==> config.mk <==
export PLATFORM = sky130hd
export DESIGN_NAME = sme_matcher
export DESIGN_NICKNAME = d
export VERILOG_FILES = /design/src/rtl/sme_matcher.sv
export SDC_FILE = /design/constraint.sdc
export NUM_CORES = 1
export LEC_CHECK = 0
export BUFFER_PORTS_ARGS = -buffer_cell sky130_fd_sc_hd__clkbuf_2
export CAP_MARGIN = 0
export CORE_MARGIN = 8
export CORE_UTILIZATION = 40
export DETAILED_ROUTE_END_ITERATION = 7
export GPL_TIMING_DRIVEN = 1
export PLACE_DENSITY = 0.82
export SLEW_MARGIN = 20
export SYNTH_ARGS = -nofsm -noshare
export SYNTH_HDL_FRONTEND = slang
export SYNTH_SLANG_ARGS = --single-unit
==> constraint.sdc <==
create_clock -name clk -period 5.2 [get_ports clk]
set_clock_uncertainty 0.05 [all_clocks]
set_input_delay 1.04 -clock clk [delete_from_list [all_inputs] [get_ports clk]]
set_output_delay 1.04 -clock clk [all_outputs]
set_load 0.05 [all_outputs]
==> src/rtl/sme_matcher.sv <==
// KMP string matcher: steps one comparison per cycle over a preloaded string and
// pattern, using a caller-supplied failure function, and reports the leftmost match.
module sme_matcher #(
  parameter int BYTE        = 8,
  parameter int MAX_STRING  = 16,
  parameter int MAX_PATTERN = 8,
  parameter int MAX_STR_ADD = 4,
  parameter int MAX_PAT_ADD = 3
) (
  input  logic                               clk,
  input  logic                               reset,
  input  logic [MAX_STRING*BYTE-1:0]         str_reg,
  input  logic [MAX_PATTERN*BYTE-1:0]        pat_reg,
  input  logic [MAX_STR_ADD-1:0]             str_last_idx,
  input  logic [MAX_PAT_ADD-1:0]             pat_last_idx,
  input  logic [MAX_PAT_ADD*MAX_PATTERN-1:0] ff_result,
  input  logic                               valid,
  output logic                               busy,
  output logic                               o_valid,
  output logic                               o_match,
  output logic [MAX_STR_ADD-1:0]             o_match_idx
);

  typedef enum logic [1:0] {S_IDLE, S_SEARCH, S_DONE} state_t;

  state_t                 r_state;
  logic [MAX_STR_ADD-1:0] r_i;
  logic [MAX_PAT_ADD-1:0] r_q;
  logic                   r_valid_d;
  logic                   r_armed;
  logic                   r_busy;
  logic                   r_valid;
  logic                   r_match;
  logic [MAX_STR_ADD-1:0] r_match_idx;

  logic [BYTE-1:0]        w_str_bytes [MAX_STRING];
  logic [BYTE-1:0]        w_pat_bytes [MAX_PATTERN];
  logic [MAX_PAT_ADD-1:0] w_ff        [MAX_PATTERN];

  for (genvar gi = 0; gi < MAX_STRING; gi++) begin : g_str
    assign w_str_bytes[gi] = str_reg[gi*BYTE +: BYTE];
  end
  for (genvar gi = 0; gi < MAX_PATTERN; gi++) begin : g_pat
    assign w_pat_bytes[gi] = pat_reg[gi*BYTE +: BYTE];
    assign w_ff[gi]        = ff_result[gi*MAX_PAT_ADD +: MAX_PAT_ADD];
  end

  logic [MAX_STR_ADD-1:0] w_pat_last_ext;
  logic [MAX_PAT_ADD-1:0] w_q_prev;
  logic                   w_rise;
  logic                   w_eq;
  logic                   w_i_last;
  logic                   w_q_last;
  logic                   w_too_long;

  assign w_pat_last_ext = {{(MAX_STR_ADD-MAX_PAT_ADD){1'b0}}, pat_last_idx};
  assign w_q_prev       = r_q - 1'b1;
  // A level left high across reset never counts: valid must be seen low first.
  assign w_rise         = valid & ~r_valid_d & r_armed;
  assign w_eq           = (w_str_bytes[r_i] == w_pat_bytes[r_q]);
  assign w_i_last       = (r_i == str_last_idx);
  assign w_q_last       = (r_q == pat_last_idx);
  assign w_too_long     = (w_pat_last_ext > str_last_idx);

  always_ff @(posedge clk or negedge reset) begin
    if (!reset) begin
      r_state     <= S_IDLE;
      r_i         <= '0;
      r_q         <= '0;
      r_valid_d   <= 1'b0;
      r_armed     <= 1'b0;
      r_busy      <= 1'b0;
      r_valid     <= 1'b0;
      r_match     <= 1'b0;
      r_match_idx <= '0;
    end else begin
      r_valid_d <= valid;
      if (!valid) r_armed <= 1'b1;
      case (r_state)
        S_IDLE: begin
          if (w_rise) begin
            r_i     <= '0;
            r_q     <= '0;
            r_busy  <= 1'b1;
            r_state <= S_SEARCH;
          end
        end
        S_SEARCH: begin
          if (!valid) begin
            r_busy  <= 1'b0;
            r_state <= S_IDLE;
          end else if (w_eq && w_q_last && !w_too_long) begin
            r_match     <= 1'b1;
            r_match_idx <= r_i - w_pat_last_ext;
            r_valid     <= 1'b1;
            r_busy      <= 1'b0;
            r_state     <= S_DONE;
          end else if (w_too_long || (w_i_last && (w_eq || r_q == '0))) begin
            // Out of string: either the pattern cannot fit or the last byte was consumed.
            r_match     <= 1'b0;
            r_match_idx <= '0;
            r_valid     <= 1'b1;
            r_busy      <= 1'b0;
            r_state     <= S_DONE;
          end else if (w_eq) begin
            r_q <= r_q + 1'b1;
            r_i <= r_i + 1'b1;
          end else if (r_q != '0) begin
            r_q <= w_ff[w_q_prev];
          end else begin
            r_i <= r_i + 1'b1;
          end
        end
        S_DONE: begin
          if (!valid) begin
            r_valid     <= 1'b0;
            r_match     <= 1'b0;
            r_match_idx <= '0;
            r_state     <= S_IDLE;
          end
        end
        default: r_state <= S_IDLE;
      endcase
    end
  end

  assign busy        = r_busy;
  assign o_valid     = r_valid;
  assign o_match     = r_match;
  assign o_match_idx = r_match_idx;

endmodule

### Word-level counts from Yosys, hierarchy flattened

Index checks and enable logic that the tools add are counted.

| storage, ports and cells | value |
|---|---|
| flip-flop bits (word level) | 18 |
| bits in latches | 0 |
| RAM bits | 0 |
| ROM bits | 0 |
| bits of input ports | 226 |
| output and inout bits | 7 |
| logic and storage cells | 100 |
| memories | 0 |

| operators by class | value |
|---|---|
| add/subtract/negate cells | 4 |
| multiply operators | 0 |
| div/mod/pow operators | 0 |
| magnitude comparators | 4 |
| eq/ne operators | 14 |
| shifts and indexed selects | 0 |
| multiplexer cells | 47 |
| bitwise gates (word level) | 6 |
| reduce and logical (&&, ||, !) cells | 16 |

Operators with widths:

| cell | number |
|---|---|
| two-way mux 4 bit | 10 |
| binary-select mux 8 bit (select 4 bit) | 1 |
| two-way mux 8 bit | 4 |
| binary-select mux 8 bit (select 3 bit) | 1 |
| two-way mux 3 bit | 8 |
| case mux 4 bit (2 select lines) | 2 |
| AND reduction 6 bit | 2 |
| two-way mux 1 bit | 10 |
| two-way mux 2 bit | 5 |
| != test 2 bit, second input constant | 5 |
| binary-select mux 3 bit (select 3 bit) | 1 |
| != test 3 bit, second input constant | 3 |
| equality test 8 bit | 1 |
| >= comparator 4 bit, second input constant | 2 |
| inverter 3 -> 4 bit | 2 |
| case mux 1 bit (2 select lines) | 3 |
| case mux 2 bit (3 select lines) | 1 |
| case mux 3 bit (2 select lines) | 1 |
| AND reduction 3 bit | 2 |
| >= comparator 5 bit, second input constant | 1 |
| inverter 4 -> 5 bit | 1 |
| adder 4 x 1 -> 4 bit, second input constant | 1 |
| equality test 4 bit | 1 |
| > comparator 3 x 4 -> 1 bit | 1 |
| other kinds (17) | 22 |

### Longest topological paths before layout

Gate-level depths: netlist of run 1.

| logic depth | value |
|---|---|
| depth after elaboration | 12 |
| mapped depth | 12 |

### Worst setup path before layout of run 1

OpenSTA, ideal clock, no wires.

| timing path | value |
|---|---|
| kind | input to register |
| from | input port str_reg[120] |
| to | register r_i[0] |
| setup time | 0.126 ns |
| data arrival time | 3.225 ns |
| required time | 5.024 ns |
| path slack | 1.799 ns |
| stages on the path | 8 |
| path buffers | 0 |
| cell sequence | mux4_2 -> a22oi_1 -> and3_1 -> o211ai_2 -> o41a_1 -> a311o_1 -> a221o_1 -> o2bb2ai_1 |

| between the ends | value |
|---|---|
| cells in the longest elaborated chain, start to end | 9 |
| elaborated cells on any way between the ends | 18 |

Ends and longest elaborated chain:

| element | RTL line | RTL |
|---|---|---|
| from (decl) | 12 | `input logic [MAX_STRING*BYTE-1:0] str_reg,` |
| binary-select mux 8 bit (select 4 bit) * | 60 | `assign w_eq = (w_str_bytes[r_i] == w_pat_bytes[r_q]);` |
| two-way mux 8 bit (implied by the code) * (2 in a row) | 60 |  |
| equality test 8 bit * | 60 |  |
| two-way mux 4 bit or logical OR 1 bit (tied branches) | 105, 98 |  |
| two-way mux 4 bit or logical AND 1 bit (tied branches) | 98 | `end else if (w_too_long \|\| (w_i_last && (w_eq \|\| r_q == '0))) begin` |
| two-way mux 4 bit or logical OR 1 bit (tied branches) | 92, 98 |  |
| two-way mux 4 bit or != test 2 bit (tied branches) | n/a |  |
| case mux 4 bit (2 select lines) or AND reduction 6 bit (tied branches) | n/a |  |
| to (signal assigned) | 107 | `r_i <= r_i + 1'b1;` |
| to (signal assigned) | 111 | `r_i <= r_i + 1'b1;` |
| to (decl) | 27 | `logic [MAX_STR_ADD-1:0] r_i;` |

Mark *: on every way between the ends. The rest lies on a longest branch, timed or not. The select of a mux whose other input is x is not followed.
A chain may end at the register's enable or synchronous reset.

### Final worst setup path of run 1

| timing path | value |
|---|---|
| from | register r_i[0] |
| to | register r_i[2] |

| between the ends | value |
|---|---|
| cells in the longest elaborated chain, start to end | 10 |
| elaborated cells on any way between the ends | 22 |

Ends and longest elaborated chain:

| element | RTL line |
|---|---|
| inverter 4 -> 5 bit (implied by the code) | 60 |
| binary-select mux 8 bit (select 4 bit) | 60 |
| two-way mux 8 bit (implied by the code) (2 in a row) | 60 |
| equality test 8 bit | 60 |
| two-way mux 4 bit or logical OR 1 bit (tied branches) | 105, 98 |
| two-way mux 4 bit or logical AND 1 bit (tied branches) | 98 |
| two-way mux 4 bit or logical OR 1 bit (tied branches) | 92, 98 |
| two-way mux 4 bit or != test 2 bit (tied branches) | n/a |
| case mux 4 bit (2 select lines) or AND reduction 6 bit (tied branches) | n/a |

Parallel ways exist; a longest one is shown, timed or not. The select of a mux whose other input is x is not followed.

==> flow_metrics.env, run 1 <==
export IMPL_outcome="completed"
export IMPL_worstReg2RegStart="r_i[0]"
export IMPL_ff2ff_setup_slack_ns=1.25
export IMPL_gp_congestion=0.8415
export IMPL_synth_top_cell_by_area="mux4_2"
export IMPL_num_rows=32
export IMPL_synth_edf_count=0
export IMPL_hold_viol_final=0
export IMPL_drive_above_1_share_pct=60.98
export IMPL_ys_seq_elements=18
export IMPL_vias_per_cell=5.791
export IMPL_power_density_nw_per_um2=383.7
export IMPL_htreeDepth=1
export IMPL_cts_root_buf="clkbuf_8"
export IMPL_crit_required_ns=5.29
export IMPL_rsz0062_at_grt="no"
export IMPL_cts_buffers=3
export IMPL_synthTopCellsByCount="54 x mux4_2, 18 x dfrtp_1, 15 x a22oi_1"
export IMPL_synth_area_per_cell_sq_um=11.07
export IMPL_postCtsHoldBufs=0
export IMPL_hp_class="flip-flop to flip-flop"
export IMPL_grt_pass1_wl_microns=19220
export IMPL_clock_latency_ns=0.25
export IMPL_clock_sinks=18
export IMPL_finalSetupViolations=0
export IMPL_synth_top_area_share_pct=39.38
export IMPL_crit_type="flip-flop to flip-flop"
export IMPL_nets=730
export IMPL_end_kind="flip-flop"
export IMPL_ys_top_cells_by_area="mux4_2 39%, dfrtp_1 15%, ha_1 4.1%"
export IMPL_multiInputGateArea_sq_um=2450
export IMPL_cp_max_fo=30
export IMPL_grt_pass1_vias=3769
export IMPL_antenna_found_initial=0
export IMPL_synth_nets=516
export IMPL_place_hpwl_microns=10850
export IMPL_yosysMostFrequentCell="mux4_2"
export IMPL_io_pins=233
export IMPL_postLayoutCoreUtil_pct=56.74
export IMPL_hold_depth=1
export IMPL_drt_iter0_markers=262
export IMPL_syn_cell_area_sq_um=3088
export IMPL_maxCapViolations=0
export IMPL_cellLeakagePower_nw=2.119
export IMPL_period_needed_ns=3.953
export IMPL_clk_pin_slew_ns=0.07
export IMPL_peakVddDrop_v=0.0003004
export IMPL_synthArstFlopShare_pct=100.0
export IMPL_cts_resized=0
export IMPL_yosysWarnings=0
export IMPL_drc=0
export IMPL_ys_seq_area_share_pct=14.59
export IMPL_slew_violations=0
export IMPL_arrival_ns=4.05
export IMPL_worstReg2RegEnd="r_i[2]"
export IMPL_die_w_microns=103.9
export IMPL_p_total_mw=1.656
export IMPL_die_height_microns=103.9
export IMPL_worst_pin_slew_ns=0.9484
export IMPL_antenna_cells=0
export IMPL_startpoint_type="flip-flop"
export IMPL_synth_cells=279
export IMPL_clk_path_buf_depth=2
export IMPL_wl_per_cell_microns=20.95
export IMPL_synth_ff_type="dfrtp_1"
export IMPL_max_freq_mhz=253.0
export IMPL_post_cts_setup_buffers=0
export IMPL_rr_worst_depth=9
export IMPL_seqCellArea_sq_um=451.7
export IMPL_dieArea_sq_um=10790
export IMPL_start_util_pct=40.59
export IMPL_setup_tns_ns=0
export IMPL_wirelength_microns=12450
export IMPL_design_core_area_sq_um=7607
export IMPL_cts_tree="built"
export IMPL_gr_total_overflow=0
export IMPL_grt_usage_pct=21.69
export IMPL_antenna_left=0
export IMPL_slew_headroom_pct=36.77
export IMPL_syn2layout_area_growth_pct=39.79
export IMPL_crit_start="r_i[0]"
export IMPL_crit_path_end="r_i[2]"
export IMPL_io_buffers=232
export IMPL_first_pass_iters=4
export IMPL_synth_distinct_cells=57
export IMPL_period_share_pct=76.01
export IMPL_grt_start_max_net_pins=31
export IMPL_via_count=3440
export IMPL_fillers=667
[cell usage in the layout (no fill, tap or decap), types with 2 or more instances in the layout]
master     netlist  routed
clkbuf_2         0     232
mux4_2          54      54
dfrtp_1         18      17
a22oi_1         15      15
inv_1           13      13
nand2_1         13      13
o21ai_0         14      13
mux2i_1         11      11
and3_1          10      10
a21oi_1         10      10
ha_1            10      10
nand3_1          6       6
nor2b_1          5       5
xor2_1           5       5
xnor2_1          5       5
nor2_1           4       4
a31oi_1          4       4
o21ai_1          3       4
a2bb2oi_1        4       4
clkbuf_8         0       4
nand4_1          3       3
nand2b_1         3       3
buf_4            1       3
and2_1           2       2
o22ai_1          2       2
nor3_1           2       2
a21boi_0         2       2
o21a_1           2       2
a311oi_1         2       2
o211ai_1         2       2
a211o_1          2       2
o31ai_1          2       2
o211a_1          2       2
o2bb2ai_1        2       2
[metrics by stage]
step / hold slack (ns) / std cells / area (sq um) / worst slack [ns]
2_1_floorplan: 0.3999 / 279 / 3088 / 1.799
3_5_place_dp: 0.4323 / 590 / 4262 / 1.234
5_1_grt: 0.4757 / 594 / 4317 / 0.8942
6_report: 0.4480 / 594 / 4317 / 1.247
3_3_place_gp: 0.4197 / 590 / 4262 / 1.368
4_1_cts: 0.4518 / 594 / 4317 / 1.208
[state kept, by name (all words and copies together) (netlist names)]
signal / count
busy: 1
o_match: 1
o_match_idx: 4
o_valid: 1
r_armed: 1
r_i: 4
r_q: 3
r_state: 2
r_valid_d: 1
[metal layers]
layer	vias up	wire length, microns	track usage [%]
met4	0	150	4.240
li1	1586	-	-
met2	186	6252	37.63
met3	13	946	5.266
met1	1655	5097	26.70
met5	-	0	0
[critical path: stages (launching register included)]
cell and delay [ns]:
dfrtp_2 0.95, buf_4 0.34, mux4_2 0.53, a22oi_1 0.24
and3_1 0.19, o22ai_1 0.13, o41a_1 0.46, a311oi_1 0.40
o21ai_1 0.20, a211o_1 0.32
[power breakdown]
| group | total (mW) | internal [mW] | switching, mW | leakage, nW |
|---|---|---|---|---|
| combinational | 1.21 | 0.646 | 0.563 | 1.88 |
| sequential | 0.333 | 0.177 | 0.157 | 0.206 |
| clock | 0.113 | 0.0673 | 0.0462 | 0.0288 |
| total | 1.66 | 0.890 | 0.766 | 2.12 |
[layout make-up]
cell class	count	area share, %
Tap cell	102	2.957
Timing Repair Buffer	235	27.42
Multi-Input combinational cell	222	56.75
Clock buffer	4	1.275
Inverter	13	1.130
Sequential cell	18	10.46
[how the worst min path moves through the flow]
stage	from	endpoint	slack (ns)
3_5_place_dp	r_armed	r_armed	0.43
3_3_place_gp	r_armed	r_armed	0.42
4_1_cts	r_armed	r_armed	0.45
6_report	r_armed	r_armed	0.45
5_1_grt	r_armed	r_armed	0.48
2_1_floorplan	r_armed	r_armed	0.40
[cells by family (layout without fill, tap and decap cells)]
family,Yosys count,count (layout),synth area share (%)
AO/OA/AOI/OAI,78,78,18.15
multiplexers,66,66,43.31
AND/OR/NAND/NOR,57,57,10.33
buffers and inverters,39,252,6.078
flip-flops,18,18,14.59
adder cells (fa/ha/maj),11,11,4.700
XOR/XNOR,10,10,2.836
(Power assumes the default switching activity.)
==> run 2: changes to the inputs <==
- ABC_AREA: not set -> 1
- PLACE_DENSITY: 0.82 -> 0.78
- clock period: 5.2 -> 4 ns (I/O delays scaled with it)
==> run 2 against run 1 <==
Effect of this change: first-iteration DRC count is 67% higher; critical path depth is 8 higher; fmax grew 41%; synthesized cell count increased to 2.6 times the previous value; synthesized area up 21%; critical path type unchanged; largest cell class unchanged; largest power group unchanged.
==> flow_metrics.env, run 2 <==
export IMPL_clk_path_buf_depth=2
export IMPL_cts_resized=0
export IMPL_rsz0062_at_grt="no"
export IMPL_drc=0
export IMPL_grt_pass1_wl_microns=22660
export IMPL_power_switching_mw=1.452
export IMPL_ys_top_cells_by_area="nand2_1 31%, nand3_1 16%, dfrtp_1 12%"
export IMPL_period_share_pct=70.20
export IMPL_switching_share_pct=58.80
export IMPL_clk_pin_slew_ns=0.07
export IMPL_synth_area_per_cell_sq_um=5.120
export IMPL_wirelength_microns=14180
export IMPL_num_rows=35
export IMPL_setup_tns_ns=0
export IMPL_fillers=987
export IMPL_startpoint_type="flip-flop"
export IMPL_cp_max_fo=21
export IMPL_syn_cell_area_sq_um=3732
export IMPL_final_cell_mix="309 x nand2_1, 232 x clkbuf_2, 119 x nand3_1, 75 x inv_1, 56 x nor2_1"
export IMPL_vias_per_cell=4.907
export IMPL_worstReg2RegEnd="o_match_idx[0]"
export IMPL_io_buffers=232
export IMPL_synth_cells=729
export IMPL_placed_area_sq_um=4820
export IMPL_cts_buffers=3
export IMPL_period_needed_ns=2.808
export IMPL_finalSetupViolations=0
export IMPL_clock_latency_ns=0.26
export IMPL_pwr_share_clk_pct=6.1
export IMPL_synth_nets=966
export IMPL_slew_headroom_pct=51.27
export IMPL_hold_viol_final=0
export IMPL_power_density_nw_per_um2=506.6
export IMPL_postCtsHoldBufs=0
export IMPL_outcome="completed"
export IMPL_cts_root_buf="clkbuf_8"
export IMPL_antenna_cells=0
export IMPL_synthArstFlopShare_pct=100.0
export IMPL_dieArea_sq_um=12680
export IMPL_synth_top_area_share_pct=31.08
export IMPL_holdWs_ns=0.4029
export IMPL_gp_congestion=0.8912
export IMPL_start_util_pct=40.78
export IMPL_antenna_found_initial=0
export IMPL_crit_type="flip-flop to flip-flop"
export IMPL_grt_usage_pct=21.05
export IMPL_combPwrFrac_pct=83.5
export IMPL_place_hpwl_microns=11360
export IMPL_end_kind="flip-flop"
export IMPL_power_frac_seq_pct=10.3
export IMPL_multiInputGateArea_sq_um=2708
export IMPL_finalNonFillerCells=1043
export IMPL_first_pass_iters=5
export IMPL_synthTopCellsByCount="309 x nand2_1, 119 x nand3_1, 75 x inv_1"
export IMPL_via_count=5118
export IMPL_min_from="r_armed"
export IMPL_final_common_cell="nand2_1"
export IMPL_ys_seq_elements=18
export IMPL_htreeDepth=1
export IMPL_hold_path_end="r_armed"
export IMPL_cts_tree="built"
export IMPL_yosysMostFrequentCell="nand2_1"
export IMPL_p_int_mw=1.017
export IMPL_dp_cells=1039
export IMPL_hp_class="flip-flop to flip-flop"
export IMPL_slew_violations=0
export IMPL_synth_distinct_cells=32
export IMPL_syn2layout_area_growth_pct=30.61
export IMPL_seqCellArea_sq_um=451.7
export IMPL_ff2ff_setup_slack_ns=1.19
export IMPL_worst_pin_slew_ns=0.7299
export IMPL_die_height_microns=112.6
export IMPL_clock_sinks=18
export IMPL_die_w_microns=112.6
export IMPL_crit_required_ns=4.10
export IMPL_maxCapViolations=0
export IMPL_ys_seq_area_share_pct=12.07
export IMPL_max_freq_mhz=356.1
export IMPL_post_cts_setup_buffers=0
export IMPL_grt_start_max_net_pins=70
export IMPL_final_area_sq_um=4875
export IMPL_arrival_ns=2.91
export IMPL_synth_edf_count=0
export IMPL_grt_pass1_vias=4813
export IMPL_synth_ff_type="dfrtp_1"
export IMPL_wl_per_cell_microns=13.60
export IMPL_drt_iter0_markers=437
export IMPL_drive_above_1_share_pct=28.33
export IMPL_cellLeakagePower_nw=3.117
export IMPL_worstReg2RegStart="r_q[1]"
export IMPL_design_core_area_sq_um=9153
export IMPL_nets=1170
export IMPL_yosysWarnings=0
export IMPL_io_pins=233
export IMPL_hold_depth=2
export IMPL_antenna_left=0
export IMPL_rr_worst_depth=17
export IMPL_synth_top_cell_by_area="nand2_1"
export IMPL_peakVddDrop_v=0.0002719
export IMPL_postLayoutCoreUtil_pct=53.26
export IMPL_gr_total_overflow=0
==> run 2: cell types whose count changed in the layout (fill, tap and decap cells not counted), moves of 5 or more <==
cell     delta
mux4_2     -54
nor2_1     +52
inv_1      +62
mux2i_1    -11
and3_1     -10
nor2b_1     -5
inv_2       +5
nand3_1   +113
nand2_1   +296
o21ai_1    +22
a22oi_1    -15
nand2_2     +7
==> run 2: per-layer routing <==
layer | wire length, microns | global-route usage, %
met5 | 0 | 0
met4 | 253 | 4.586
met3 | 982 | 4.133
met2 | 7145 | 38.67
met1 | 5800 | 24.46
==> run 2: power by group through the flow <==
stage	Sequential, mW	Combinational, mW	Clock (mW)
final	0.255	2.06	0.152
after global routing	0.260	2.36	0.160
after CTS	0.255	2.07	0.155
after detailed placement	0.258	2.06	0
after global placement	0.256	2.04	0
after floorplan	0.272	1.68	0
==> run 2: cell families (layout without fill, tap and decap cells) <==
family                     after synthesis  after routing  synth area share [%]
buffers and inverters                  122            325                 15.39
and+or+nand+nor                        509            509                 57.63
xor gates and xnor gates                12             12                 2.816
AOI/OAI and AO/OA                       57             57                 8.213
adders and majority gates               11             11                 3.889
DFF                                     18             18                 12.07
==> run 2: metrics by stage <==
| stage | worst slack, ns | power, mW |
|---|---|---|
| finish | 1.192 | 2.470 |
| detailed placement | 1.200 | 2.316 |
| global placement | 1.254 | 2.301 |
| global route | 0.9146 | 2.777 |
| floorplan | 1.722 | 1.956 |
| CTS | 1.166 | 2.479 |
==> run 2: critical path: stages, from the launching register on <==
cell and delay [ns]:
dfrtp_1 0.36, buf_4 0.21, inv_1 0.43, nor2_1 0.09, o21ai_0 0.09, nand2_1 0.06
o21ai_0 0.29, nand3_1 0.11, nand2_1 0.09, nand2_1 0.08, nor2_4 0.16, nand2_4 0.11
nand2_2 0.08, nand2_2 0.07, nand3_2 0.11, nand2_2 0.12, nand3_1 0.10, o21ai_1 0.06
==> run 2: worst max-delay path by stage <==
| stage | cells past startpoint | from | slack [ns] | endpoint |
|---|---|---|---|---|
| after floorplan | 16 | pat_reg[34] | 1.72 | r_i[3] |
| after global placement | 17 | r_q[1] | 1.25 | r_i[0] |
| after detailed placement | 17 | r_q[1] | 1.20 | o_match_idx[1] |
| after CTS | 17 | r_q[1] | 1.17 | o_match_idx[1] |
| after global routing | 18 | r_q[1] | 0.91 | r_q[0] |
| final | 17 | r_q[1] | 1.19 | o_match_idx[0] |
==> run 2: area by class of cell <==
type | count | share of cell area (%)
Timing Repair Buffer | 239 | 24.90
Tap cell | 111 | 2.849
Sequential cell | 18 | 9.266
Inverter | 82 | 6.314
Multi-Input combinational cell | 589 | 55.54
Clock buffer | 4 | 1.129
==> run 3: changes to the inputs <==
- ABC_AREA: 1 -> 0
- PLACE_DENSITY: 0.78 -> 0.82
- clock period: 4 -> 2.85 ns (I/O delays scaled with it)
==> run 3 against run 2 <==
Effect of this change: count of clock-buffer cells in the layout did not move; sequential share of layout area fell by 0.41 points; final area rose by 5.0%; the flow now finishes with violations (negative setup slack).
==> flow_metrics.env, run 3 (synthesis gave the netlist of run 1 again) <==
export IMPL_slew_headroom_pct=38.14
export IMPL_postLayoutCoreUtil_pct=67.25
export IMPL_final_area_sq_um=5116
export IMPL_worst_slack_ns=-0.4192
export IMPL_vias_per_cell=5.795
export IMPL_cts_buffers=3
export IMPL_met1_usage_pct=27.70
export IMPL_place_hpwl_microns=11550
export IMPL_start_util_pct=40.59
export IMPL_cp_buffers_inverters=2
export IMPL_crit_required_ns=2.94
export IMPL_antenna_left=0
export IMPL_die_height_microns=103.9
export IMPL_gp_congestion=0.9328
export IMPL_drive_above_1_share_pct=70.29
export IMPL_crit_slowest_cell="o41a_1"
export IMPL_period_needed_ns=3.269
export IMPL_final_common_cell="clkbuf_2"
export IMPL_io_pins=233
export IMPL_cts_tree="built"
export IMPL_clk_pin_slew_ns=0.07
export IMPL_max_freq_mhz=305.9
export IMPL_cellLeakagePower_nw=2.470
export IMPL_dieArea_sq_um=10790
export IMPL_postCtsHoldBufs=0
export IMPL_rsz0062_at_grt="yes"
export IMPL_cp_max_fo=6
export IMPL_crit_type="flip-flop to flip-flop"
export IMPL_drt_iter0_markers=355
export IMPL_design_core_area_sq_um=7607
export IMPL_drc=0
export IMPL_nets=790
export IMPL_violations="negative setup slack"
export IMPL_end_kind="flip-flop"
export IMPL_maxCapViolations=0
export IMPL_worst_pin_slew_ns=0.9208
export IMPL_met3_usage_pct=7.311
export IMPL_grt_pass1_vias=4335
export IMPL_via_count=3790
export IMPL_clock_sinks=18
export IMPL_finalNonFillerCells=654
export IMPL_crit_family="compound AO/OA/AOI/OAI gates"
export IMPL_arrival_ns=3.36
export IMPL_placed_area_sq_um=4633
export IMPL_cts_root_buf="clkbuf_8"
export IMPL_clock_latency_ns=0.26
export IMPL_cp_common_cell="o211a_1"
export IMPL_grt_start_max_net_pins=26
export IMPL_wl_per_cell_microns=20.84
export IMPL_io_buffers=232
export IMPL_cp_slowest_stage_delay_ns=0.53
export IMPL_grt_usage_pct=24.15
export IMPL_outcome="finished with violations"
export IMPL_final_cell_mix="232 x clkbuf_2, 54 x mux4_2, 44 x buf_4, 16 x dfrtp_1, 13 x inv_1"
export IMPL_hold_viol_final=0
export IMPL_grt_pass1_wl_microns=21520
export IMPL_dp_cells=629
export IMPL_htreeDepth=1
export IMPL_first_pass_iters=4
export IMPL_power_density_nw_per_um2=804.3
export IMPL_antenna_found_initial=0
export IMPL_finalSetupViolations=16
export IMPL_wirelength_microns=13630
export IMPL_startpoint_type="flip-flop"
export IMPL_slew_violations=0
export IMPL_peakVddDrop_v=0.0004289
export IMPL_gr_total_overflow=0
export IMPL_path_cells="buf_6 -> mux4_2 -> a22oi_2 -> and3_4 -> o211ai_4 -> o41a_1 -> buf_4 -> o211a_1 -> o211a_1 -> a211o_1"
export IMPL_die_w_microns=103.9
export IMPL_clk_path_buf_depth=2
export IMPL_grt_busiest_layer="met2"
export IMPL_syn2layout_area_growth_pct=65.68
export IMPL_hp_class="primary input to asynchronous set/reset pin"
export IMPL_gr_usage_met2_pct=42.62
export IMPL_period_share_pct=114.7
export IMPL_antenna_cells=0
export IMPL_num_rows=32
run 3: cell count changes in the layout (fill, tap and decap cells not counted), sizes merged, moves of 4 or more:
| cell | before | now |
|---|---|---|
| buf | 7 | 63 |
| nand3 | 122 | 6 |
| o21ai | 39 | 17 |
| inv | 80 | 13 |
| a22oi | 0 | 15 |
| and3 | 0 | 10 |
| nor2b | 0 | 5 |
| a2bb2oi | 0 | 4 |
| mux2i | 0 | 11 |
| mux4 | 0 | 54 |
| nor2 | 59 | 4 |
| nand2 | 317 | 13 |
run 3: final cells by class:
cell class                 count  area (sq um)
clock buffer                   4         45.04
fill                         605          2491
inverter                      13         48.80
multi-input combinational    222          2635
sequential                    18         452.9
tap                          102         127.6
timing repair buffer         295          1807
run 3: what timing repair did:
item	CTS	global route
setup buffers	11	7
endpoints found under the hold margin	0	0
cloned	3	0
pin swaps	15	14
gates resized for setup	40	17
endpoints found under the setup margin	16	16
run 3: through the flow:
stage | hold slack [ns] | setup slack, ns | total power, mW | setup TNS [ns]
3_5_place_dp | 0.4287 | -0.4285 | 3.219 | -4.430
2_1_floorplan | 0.2244 | -0.1892 | 2.376 | -1.021
6_report | 0.2032 | -0.4192 | 4.115 | -4.992
4_1_cts | 0.2212 | -0.3341 | 3.859 | -3.078
3_3_place_gp | 0.4209 | -0.3867 | 3.142 | -3.832
5_1_grt | 0.2452 | -0.5043 | 4.389 | -6.214
run 3: where the power goes:
| group | switching [mW] | total, mW | internal, mW |
|---|---|---|---|
| sequential | 0.111 | 0.439 | 0.328 |
| clock | 0.0905 | 0.190 | 0.0996 |
| combinational | 1.54 | 3.49 | 1.94 |
| total | 1.75 | 4.11 | 2.37 |
run 3: routing by layer:
layer	part of all wire, %	vias up
li1	-	1703
met1	38	1838
met2	51	228
met3	9.5	21
met4	1.9	0
met5	0	-
run 3: final timing paths:
kind                         start      end  slack (ns)  cells past startpoint
max                         r_i[0]   r_i[2]       -0.42                     10
min                          reset   r_q[2]        0.20                      1
max reg2reg                 r_i[0]   r_i[2]       -0.42                     10
min reg2reg                r_armed  r_armed        0.45                      1
max in group asynchronous    reset   r_i[0]        2.20                      1
min in group clk           r_armed  r_armed        0.45                      1
